`src/rtl/qsort_range_ctrl.sv`:
```
// Quicksort range sequencer: keeps a LIFO of pending (lo,hi) subranges and
// hands them one at a time to a partition engine, pushing the two halves back.
module qsort_range_ctrl #(
  parameter int IDX_W       = 3,
  parameter int STACK_DEPTH = 8,
  parameter int CNT_W       = 16
) (
  input  logic             clock,
  input  logic             reset,
  input  logic             start,
  input  logic [IDX_W-1:0] lo_in,
  input  logic [IDX_W-1:0] hi_in,
  output logic             busy,
  output logic             done,
  output logic             err,
  output logic             part_req,
  output logic [IDX_W-1:0] part_lo,
  output logic [IDX_W-1:0] part_hi,
  input  logic             part_ack,
  input  logic [IDX_W-1:0] part_pivot_idx,
  output logic [CNT_W-1:0] part_cnt
);

  localparam int SP_W = $clog2(STACK_DEPTH + 1);
  localparam logic [SP_W-1:0]  SP_FULL = SP_W'(STACK_DEPTH);
  localparam logic [SP_W-1:0]  ONE_SP  = SP_W'(1);
  localparam logic [IDX_W:0]   ONE_X   = (IDX_W+1)'(1);
  localparam logic [IDX_W-1:0] ONE_I   = IDX_W'(1);
  localparam logic [CNT_W-1:0] ONE_C   = CNT_W'(1);

  typedef enum logic [2:0] {
    IDLE, INIT, POP, ISSUE, WAIT, PUSH_R, PUSH_L, FIN
  } state_t;

  state_t           state_q, state_d;
  logic [SP_W-1:0]  sp_q, sp_d, top_idx;
  logic [IDX_W-1:0] range_lo_q, range_lo_d, range_hi_q, range_hi_d;
  logic [IDX_W-1:0] part_lo_q, part_lo_d, part_hi_q, part_hi_d;
  logic [IDX_W-1:0] pivot_q, pivot_d;
  logic             part_req_q, part_req_d;
  logic [CNT_W-1:0] part_cnt_q, part_cnt_d;
  logic             err_q, err_d, done_q, done_d, busy_q, busy_d;

  logic             push_en, push_ok;
  logic [IDX_W-1:0] push_lo, push_hi;
  logic [IDX_W-1:0] stk_lo_q [2**SP_W];
  logic [IDX_W-1:0] stk_hi_q [2**SP_W];

  // One extra bit so p+1 at the top index and p-1 at zero cannot wrap.
  logic [IDX_W:0] lo_x, hi_x, p_x, ack_x;
  assign lo_x  = {1'b0, part_lo_q};
  assign hi_x  = {1'b0, part_hi_q};
  assign p_x   = {1'b0, pivot_q};
  assign ack_x = {1'b0, part_pivot_idx};

  assign top_idx = sp_q - ONE_SP;
  assign push_ok = push_en && (sp_q != SP_FULL);

  always_comb begin
    state_d    = state_q;
    sp_d       = sp_q;
    range_lo_d = range_lo_q;
    range_hi_d = range_hi_q;
    part_lo_d  = part_lo_q;
    part_hi_d  = part_hi_q;
    pivot_d    = pivot_q;
    part_req_d = part_req_q;
    part_cnt_d = part_cnt_q;
    err_d      = err_q;
    done_d     = 1'b0;
    push_en    = 1'b0;
    push_lo    = '0;
    push_hi    = '0;

    case (state_q)
      IDLE: begin
        if (start) begin
          range_lo_d = lo_in;
          range_hi_d = hi_in;
          err_d      = 1'b0;
          part_cnt_d = '0;
          state_d    = INIT;
        end
      end
      INIT: begin
        if (range_lo_q < range_hi_q) begin
          push_en = 1'b1;
          push_lo = range_lo_q;
          push_hi = range_hi_q;
        end
        state_d = POP;
      end
      POP: begin
        if (sp_q == '0) begin
          state_d = FIN;
        end else begin
          part_lo_d = stk_lo_q[top_idx];
          part_hi_d = stk_hi_q[top_idx];
          sp_d      = top_idx;
          state_d   = ISSUE;
        end
      end
      ISSUE: begin
        part_req_d = 1'b1;
        if (part_cnt_q != '1) part_cnt_d = part_cnt_q + ONE_C;
        state_d = WAIT;
      end
      WAIT: begin
        if (part_ack) begin
          part_req_d = 1'b0;
          pivot_d    = part_pivot_idx;
          if (ack_x < lo_x || ack_x > hi_x) begin
            err_d   = 1'b1;
            state_d = FIN;
          end else begin
            state_d = PUSH_R;
          end
        end
      end
      PUSH_R: begin
        if ((p_x + ONE_X) < hi_x) begin
          push_en = 1'b1;
          push_lo = pivot_q + ONE_I;
          push_hi = part_hi_q;
        end
        state_d = PUSH_L;
      end
      PUSH_L: begin
        if (p_x > (lo_x + ONE_X)) begin
          push_en = 1'b1;
          push_lo = part_lo_q;
          push_hi = pivot_q - ONE_I;
        end
        state_d = POP;
      end
      FIN: begin
        done_d  = 1'b1;
        state_d = IDLE;
      end
      default: state_d = IDLE;
    endcase

    // A push into a full stack aborts the sort instead of losing a range silently.
    if (push_en) begin
      if (sp_q == SP_FULL) begin
        err_d   = 1'b1;
        state_d = FIN;
      end else begin
        sp_d = sp_q + ONE_SP;
      end
    end

    busy_d = !(state_d == IDLE || state_d == FIN);
  end

  always_ff @(posedge clock) begin
    if (!reset) begin
      state_q    <= IDLE;
      sp_q       <= '0;
      range_lo_q <= '0;
      range_hi_q <= '0;
      part_lo_q  <= '0;
      part_hi_q  <= '0;
      pivot_q    <= '0;
      part_req_q <= 1'b0;
      part_cnt_q <= '0;
      err_q      <= 1'b0;
      done_q     <= 1'b0;
      busy_q     <= 1'b0;
    end else begin
      state_q    <= state_d;
      sp_q       <= sp_d;
      range_lo_q <= range_lo_d;
      range_hi_q <= range_hi_d;
      part_lo_q  <= part_lo_d;
      part_hi_q  <= part_hi_d;
      pivot_q    <= pivot_d;
      part_req_q <= part_req_d;
      part_cnt_q <= part_cnt_d;
      err_q      <= err_d;
      done_q     <= done_d;
      busy_q     <= busy_d;
    end
  end

  always_ff @(posedge clock) begin
    if (reset && push_ok) begin
      stk_lo_q[sp_q] <= push_lo;
      stk_hi_q[sp_q] <= push_hi;
    end
  end

  assign busy     = busy_q;
  assign done     = done_q;
  assign err      = err_q;
  assign part_req = part_req_q;
  assign part_lo  = part_lo_q;
  assign part_hi  = part_hi_q;
  assign part_cnt = part_cnt_q;

endmodule

```
`config.mk`:
```
export PLATFORM = sky130hd
export DESIGN_NAME = qsort_range_ctrl
export DESIGN_NICKNAME = d
export VERILOG_FILES = /design/src/rtl/qsort_range_ctrl.sv
export SDC_FILE = /design/constraint.sdc
export NUM_CORES = 1
export LEC_CHECK = 0
export CORE_UTILIZATION = 49
export CTS_CLUSTER_DIAMETER = 60
export DETAILED_ROUTE_END_ITERATION = 16
export PLACE_DENSITY = 0.78
export SYNTH_ARGS = -nofsm -noshare
export SYNTH_HDL_FRONTEND = slang
export SYNTH_SLANG_ARGS = --single-unit
export TNS_END_PERCENT = 5
```
`constraint.sdc`:
```
create_clock -name clock -period 4.4 [get_ports clock]
set_input_delay 0.88 -clock clock [delete_from_list [all_inputs] [get_ports clock]]
set_output_delay 0.88 -clock clock [all_outputs]
set_load 0.01 [all_outputs]
```
==> Word level (Yosys, flattened, before mapping) <==
Memory sizes are Yosys's and may differ from the RTL's. A register that Yosys moved wholly into a read port is not among the register bits.
Cells that the tools add are included.
{ "op_classes": {"n_addsub": 7, "n_lt_le_gt_ge": 5, "n_eq_ne": 14, "n_mux": 37, "bitwise_logic": 1, "reduce_logical": 18} }
{ "ops": {"columns": ["op", "count"], "rows": [
  ["3-bit 2-to-1 mux", 11],
  ["16-bit 2-to-1 mux", 2],
  ["16-bit one-hot mux with 2 select lines", 1],
  ["3-bit one-hot mux with 7 select lines", 1],
  ["3-bit one-hot mux with 3 select lines", 2],
  ["16-bit by 1-bit adder with 16-bit output, second input constant", 1],
  ["4-bit 2-to-1 mux", 4],
  ["16-bit inequality test, second input constant", 1],
  ["3-bit == test, second input constant", 5],
  ["1-bit 2-to-1 mux", 12],
  ["3-bit by 1-bit adder with 4-bit output, second input constant", 2],
  ["2-bit AND reduction", 4],
  ["3-bit by 2-bit == test with 1-bit output, second input constant", 2],
  ["3-bit logical NOT", 2],
  ["3-bit less-than comparator", 2],
  ["2-bit inequality test, second input constant", 3],
  ["4-bit by 1-bit adder with 4-bit output, second input constant", 1],
  ["4-bit == test, second input constant", 1],
  ["3-bit by 4-bit greater-than comparator with 1-bit output", 1],
  ["4-bit logical NOT", 1],
  ["4-bit by 3-bit less-than comparator with 1-bit output", 1],
  ["4-bit inequality test, second input constant", 1],
  ["1-bit one-hot mux with 2 select lines", 2],
  ["2-bit nonzero test", 2],
  ["other kinds (13)", 17]
]} }
{ "word_totals": {"ff_bits": 36, "ramBits": 96, "in_bits": 13, "out_inout_bits": 26, "word_cells": 94, "n_memories": 2} }
{ "mem_list": {"columns": ["name", "depth", "word_bits", "read_ports", "rd_ports_with_merged_regs", "wr", "line", "text"], "rows": [
  ["stk_hi_q", 16, 3, 1, 1, 1, "47", "logic [IDX_W-1:0] stk_hi_q [2**SP_W];"],
  ["stk_lo_q", 16, 3, 1, 1, 1, "46", "logic [IDX_W-1:0] stk_lo_q [2**SP_W];"]
]} }

==> Logic depth before layout (Yosys ltp) <==
{ "depth": {"word_depth": 10, "depth_mapped": 11, "mapped_depth_nobuf": 9} }

==> Least setup slack after synthesis <==
No wires, ideal clock.
{ "synth_path": {"path_kind": "register to register", "from": "register pivot_q[0]", "to": "memory stk_hi_q[4][0], enable pin", "setup_time_ns": 0.386, "t_arrival_ns": 2.528, "required_ns": 4.014, "slack_ns": 1.486, "path_stages_with_launch": 9, "n_path_buf": 0, "synth_period_minus_slack_ns": 2.914, "cell_sequence": "dfxtp_1 inv_1 ha_1 ha_1 o21a_1 a211oi_4 or2_4 nor2_1 nor4_1"} }
{ "synth_via": {"elab_chain_cells": 8, "elab_cells_between_ends": 10, "cone_classes": "1 x add/sub; 2 x order compare; 5 x mux; 2 x reduce/logical"} }
{ "synth_lines": {"columns": ["item", "line", "text"], "rows": [
  ["from (decl)", "39", "logic [IDX_W-1:0] pivot_q, pivot_d;"],
  ["from (signal assigned)", "177", "pivot_q <= pivot_d;"],
  ["3-bit by 1-bit adder with 4-bit output", "121", "if ((p_x + ONE_X) < hi_x) begin"],
  ["4-bit by 3-bit less-than comparator with 1-bit output", "121", null],
  ["1-bit 2-to-1 mux", "121", null],
  ["1-bit one-hot mux with 3 select lines (*)", "75", "case (state_q)"],
  ["1-bit logical AND (*)", "57", "assign push_ok = push_en && (sp_q != SP_FULL);"],
  ["1-bit logical AND (*)", "187", "if (reset && push_ok) begin"],
  ["1-bit 2-to-1 mux (*)", "187", null],
  ["1-bit 2-to-1 mux (not written as such) (*)", "189", "stk_hi_q[sp_q] <= push_hi;"],
  ["to (decl)", "47", null]
]} }
Mark *: on every way between the ends. The rest lies on a longest branch, timed or not.

==> Final worst setup path <==
{ "layout_path": {"from": "register pivot_q[0]", "to": "memory stk_hi_q[10][2], enable pin"} }
The elaborated chain is that of the path after synthesis.

==> impl_metrics.env <==
export IMPL_use_met1_pct=29.5
export IMPL_grt_overflow=0
export IMPL_rsz0062_at_grt="no"
export IMPL_yosys_area_share_adder_pct=4.22
export IMPL_cp_data_required_time_ps=4490
export IMPL_crit_fanout=9
export IMPL_dr_first_iter_drc_count=401
export IMPL_antenna_diode_count=0
export IMPL_hp_start="range_hi_q[1]"
export IMPL_leakage_nw=2.58
export IMPL_ys_ff_latch=138
export IMPL_tns_ps=0
export IMPL_track_usage_pct=22.4
export IMPL_area_delta_synth_final_pct=18.3
export IMPL_syn_area_sq_um=6230
export IMPL_detail_route_antenna_nets=0
export IMPL_max_freq_mhz=301
export IMPL_core_sq_um=12200
export IMPL_start_util_pct=51.0
export IMPL_place_congestion=0.896
export IMPL_synth_top_cell_area_share_pct=46.3
export IMPL_cp_end_kind="register"
export IMPL_die_height_um=115
export IMPL_met2_usage_pct=35.5
export IMPL_routed_via_density=5.71
export IMPL_pwr_density_cell_nw_per_um2=604
export IMPL_async_flop_share_pct=0
export IMPL_drc_errors=0
export IMPL_synthTopCellsByCount="edfxtp_1, dfxtp_1, nand2_1"
export IMPL_period_minus_slack_ps=3320
export IMPL_drt_pass1_iterations=9
export IMPL_top_usage_layer="met2"
export IMPL_whs_endpoint="range_hi_q[1]"
export IMPL_synth_xor_area_share_pct=2.67
export IMPL_design_area_sq_um=7370
export IMPL_path_class="register to register"
export IMPL_place_area_sq_um=6790
export IMPL_r2r_end="stk_hi_q[10][2]"
export IMPL_worst_ep_arrival_time_ps=3410
export IMPL_fin_skew_ps=8.47
export IMPL_synth_top_family_by_area="simple AND/OR/NAND/NOR gates"
export IMPL_h_tree_depth=4
export IMPL_rr_worst_depth=9
export IMPL_cts_buffers=17
export IMPL_nFillCells=941
export IMPL_cts_root_buf="clkbuf_16"
export IMPL_synthSimpleGateAreaFrac_pct=11.8
export IMPL_maxSlewHeadroom_pct=21.6
export IMPL_holdBufCountCts=0
export IMPL_ys_types=54
export IMPL_syn_inst=474
export IMPL_finalHoldViolations=0
export IMPL_wirelength_mm=13.5
export IMPL_hold_class="register to register"
export IMPL_whs_path_depth=2
export IMPL_synth_top_flop_cell="edfxtp_1"
export IMPL_r2r_setup_slack_ps=1080
export IMPL_yosysSeqAreaShare_pct=59.8
export IMPL_post_cts_buffers=0
export IMPL_synth_mux_area_share_pct=11.4
export IMPL_clock_latency_ps=420
export IMPL_synth_enable_flop_cells=96
export IMPL_die_w_um=115
export IMPL_io_buffer_count=38
export IMPL_grt_pass1_vias=4065
export IMPL_vias=4028
export IMPL_die_area_sq_um=13200
export IMPL_fin_nets=558
export IMPL_synth_most_common_cell="edfxtp_1"
export IMPL_slew_violations=0
export IMPL_hpwl_mm=9.04
export IMPL_met3_usage_pct=6.27
export IMPL_clk_pin_slew_worst_paths_ps=60
export IMPL_max_cap_violations=0
export IMPL_status="complete, no violations"
export IMPL_syn_area_per_cell_sq_um=13.1
export IMPL_rows=40
export IMPL_synth_compound_area_share_pct=6.97
export IMPL_io_pins=39
export IMPL_antenna_found_initial=0
export IMPL_cts_resized=0
export IMPL_clockBufferDepth=2
export IMPL_clock_sinks=138
export IMPL_yosys_warnings=0
export IMPL_synthTopCellsByArea="edfxtp_1, dfxtp_1, mux4_2"
export IMPL_drive_gt1_share_pct=15.3
export IMPL_r2r_start="pivot_q[0]"
export IMPL_period_share_pct=75.4
export IMPL_worstMarginPinSlew_ps=1170
export IMPL_finalSetupViolations=0
export IMPL_post_drt_wl_per_cell_um=19.1
export IMPL_vdd_drop_max_v=0.000245
export IMPL_yosysTopAreaCell="edfxtp_1"
export IMPL_startpoint_type="register"
export IMPL_cts_tree="built"
export IMPL_grt_max_degree=29
export IMPL_grt_first_pass_wirelength_mm=21.7
-- metrics by stage --
stage	utilization [%]	power, mW	hold WS, ps	setup slack [ps]	instances
global placement	55.6	3.01	472	1300	673
detailed placement	55.6	3.06	472	1200	673
CTS	60.3	4.45	491	1100	705
global route	60.3	4.64	512	976	705
finish	60.3	4.45	496	1080	705
floorplan	-	2.67	444	1490	479
-- cell families after synthesis --
logic type,Yosys count
flops,138
compound gates,64
fa+ha+maj,21
mux,40
buf+inv,45
simple gates,146
other cells,1
xor+xnor,19
-- flip-flops by register name, indices dropped and copies added (netlist names), 4 cells and up --
| register | count |
|---|---|
| stk_hi_q | 48 |
| sp_q | 4 |
| part_cnt | 16 |
| stk_lo_q | 48 |
-- layout by cell type (no fill, tap or decap), types with 6 or more instances in the layout --
cell and instances:
dfxtp_1 41, edfxtp_1 96, o22ai_1 6, nand4_1 6, mux2_2 8, a21oi_1 22
mux4_2 24, inv_1 28, inv_6 6, nor3_1 14, and2_1 12, clkbuf_16 17
nand3_1 16, clkdlybuf4s50_1 38, nor2_1 35, mux2i_1 8, xor2_1 11, conb_1 6
o21ai_0 10, nand2_1 39, ha_1 21, xnor2_1 8
-- final cells by class --
class	count	area [sq um]	area share, %
inverter	28	105	1.43
timing repair buffer	43	418	5.67
clock buffer	17	425	5.77
tap	168	210	2.85
clock inverter	15	153	2.07
multi-input combinational	296	2330	31.7
sequential	138	3720	50.6
-- worst max-delay path by stage --
stage / startpoint / to / slack (ps) / depth (start not counted)
2_1_floorplan: pivot_q[0] / stk_hi_q[4][0] / 1490 / 8
3_3_place_gp: reset / stk_lo_q[9][1] / 1300 / 5
3_5_place_dp: pivot_q[0] / stk_lo_q[9][1] / 1200 / 9
4_1_cts: pivot_q[0] / stk_hi_q[10][2] / 1100 / 9
5_1_grt: pivot_q[0] / stk_hi_q[10][2] / 980 / 9
6_report: pivot_q[0] / stk_hi_q[10][2] / 1080 / 9
-- critical path, cell delays in order (launching register included) --
cell and delay [ps]:
dfxtp_1 420, inv_1 120, ha_1 350, ha_1 290, o21a_1 230, a211oi_4 370
or2_4 210, o21bai_2 130, nor4_1 470, and2_1 390
-- power by group --
part / switching [mW] / total, mW / internal (mW)
combinational: 0.845 / 1.49 / 0.648
sequential: 0.108 / 1.57 / 1.46
clock: 0.589 / 1.39 / 0.798
-- per-layer routing --
layer,vias up,part of all wire [%],routed length (um)
li1,1864,-,-
met1,1987,44,5880
met2,156,48,6500
met3,21,6.6,884
met4,0,1.7,228
met5,-,0,0
Power figures use the tool's default switching activity.
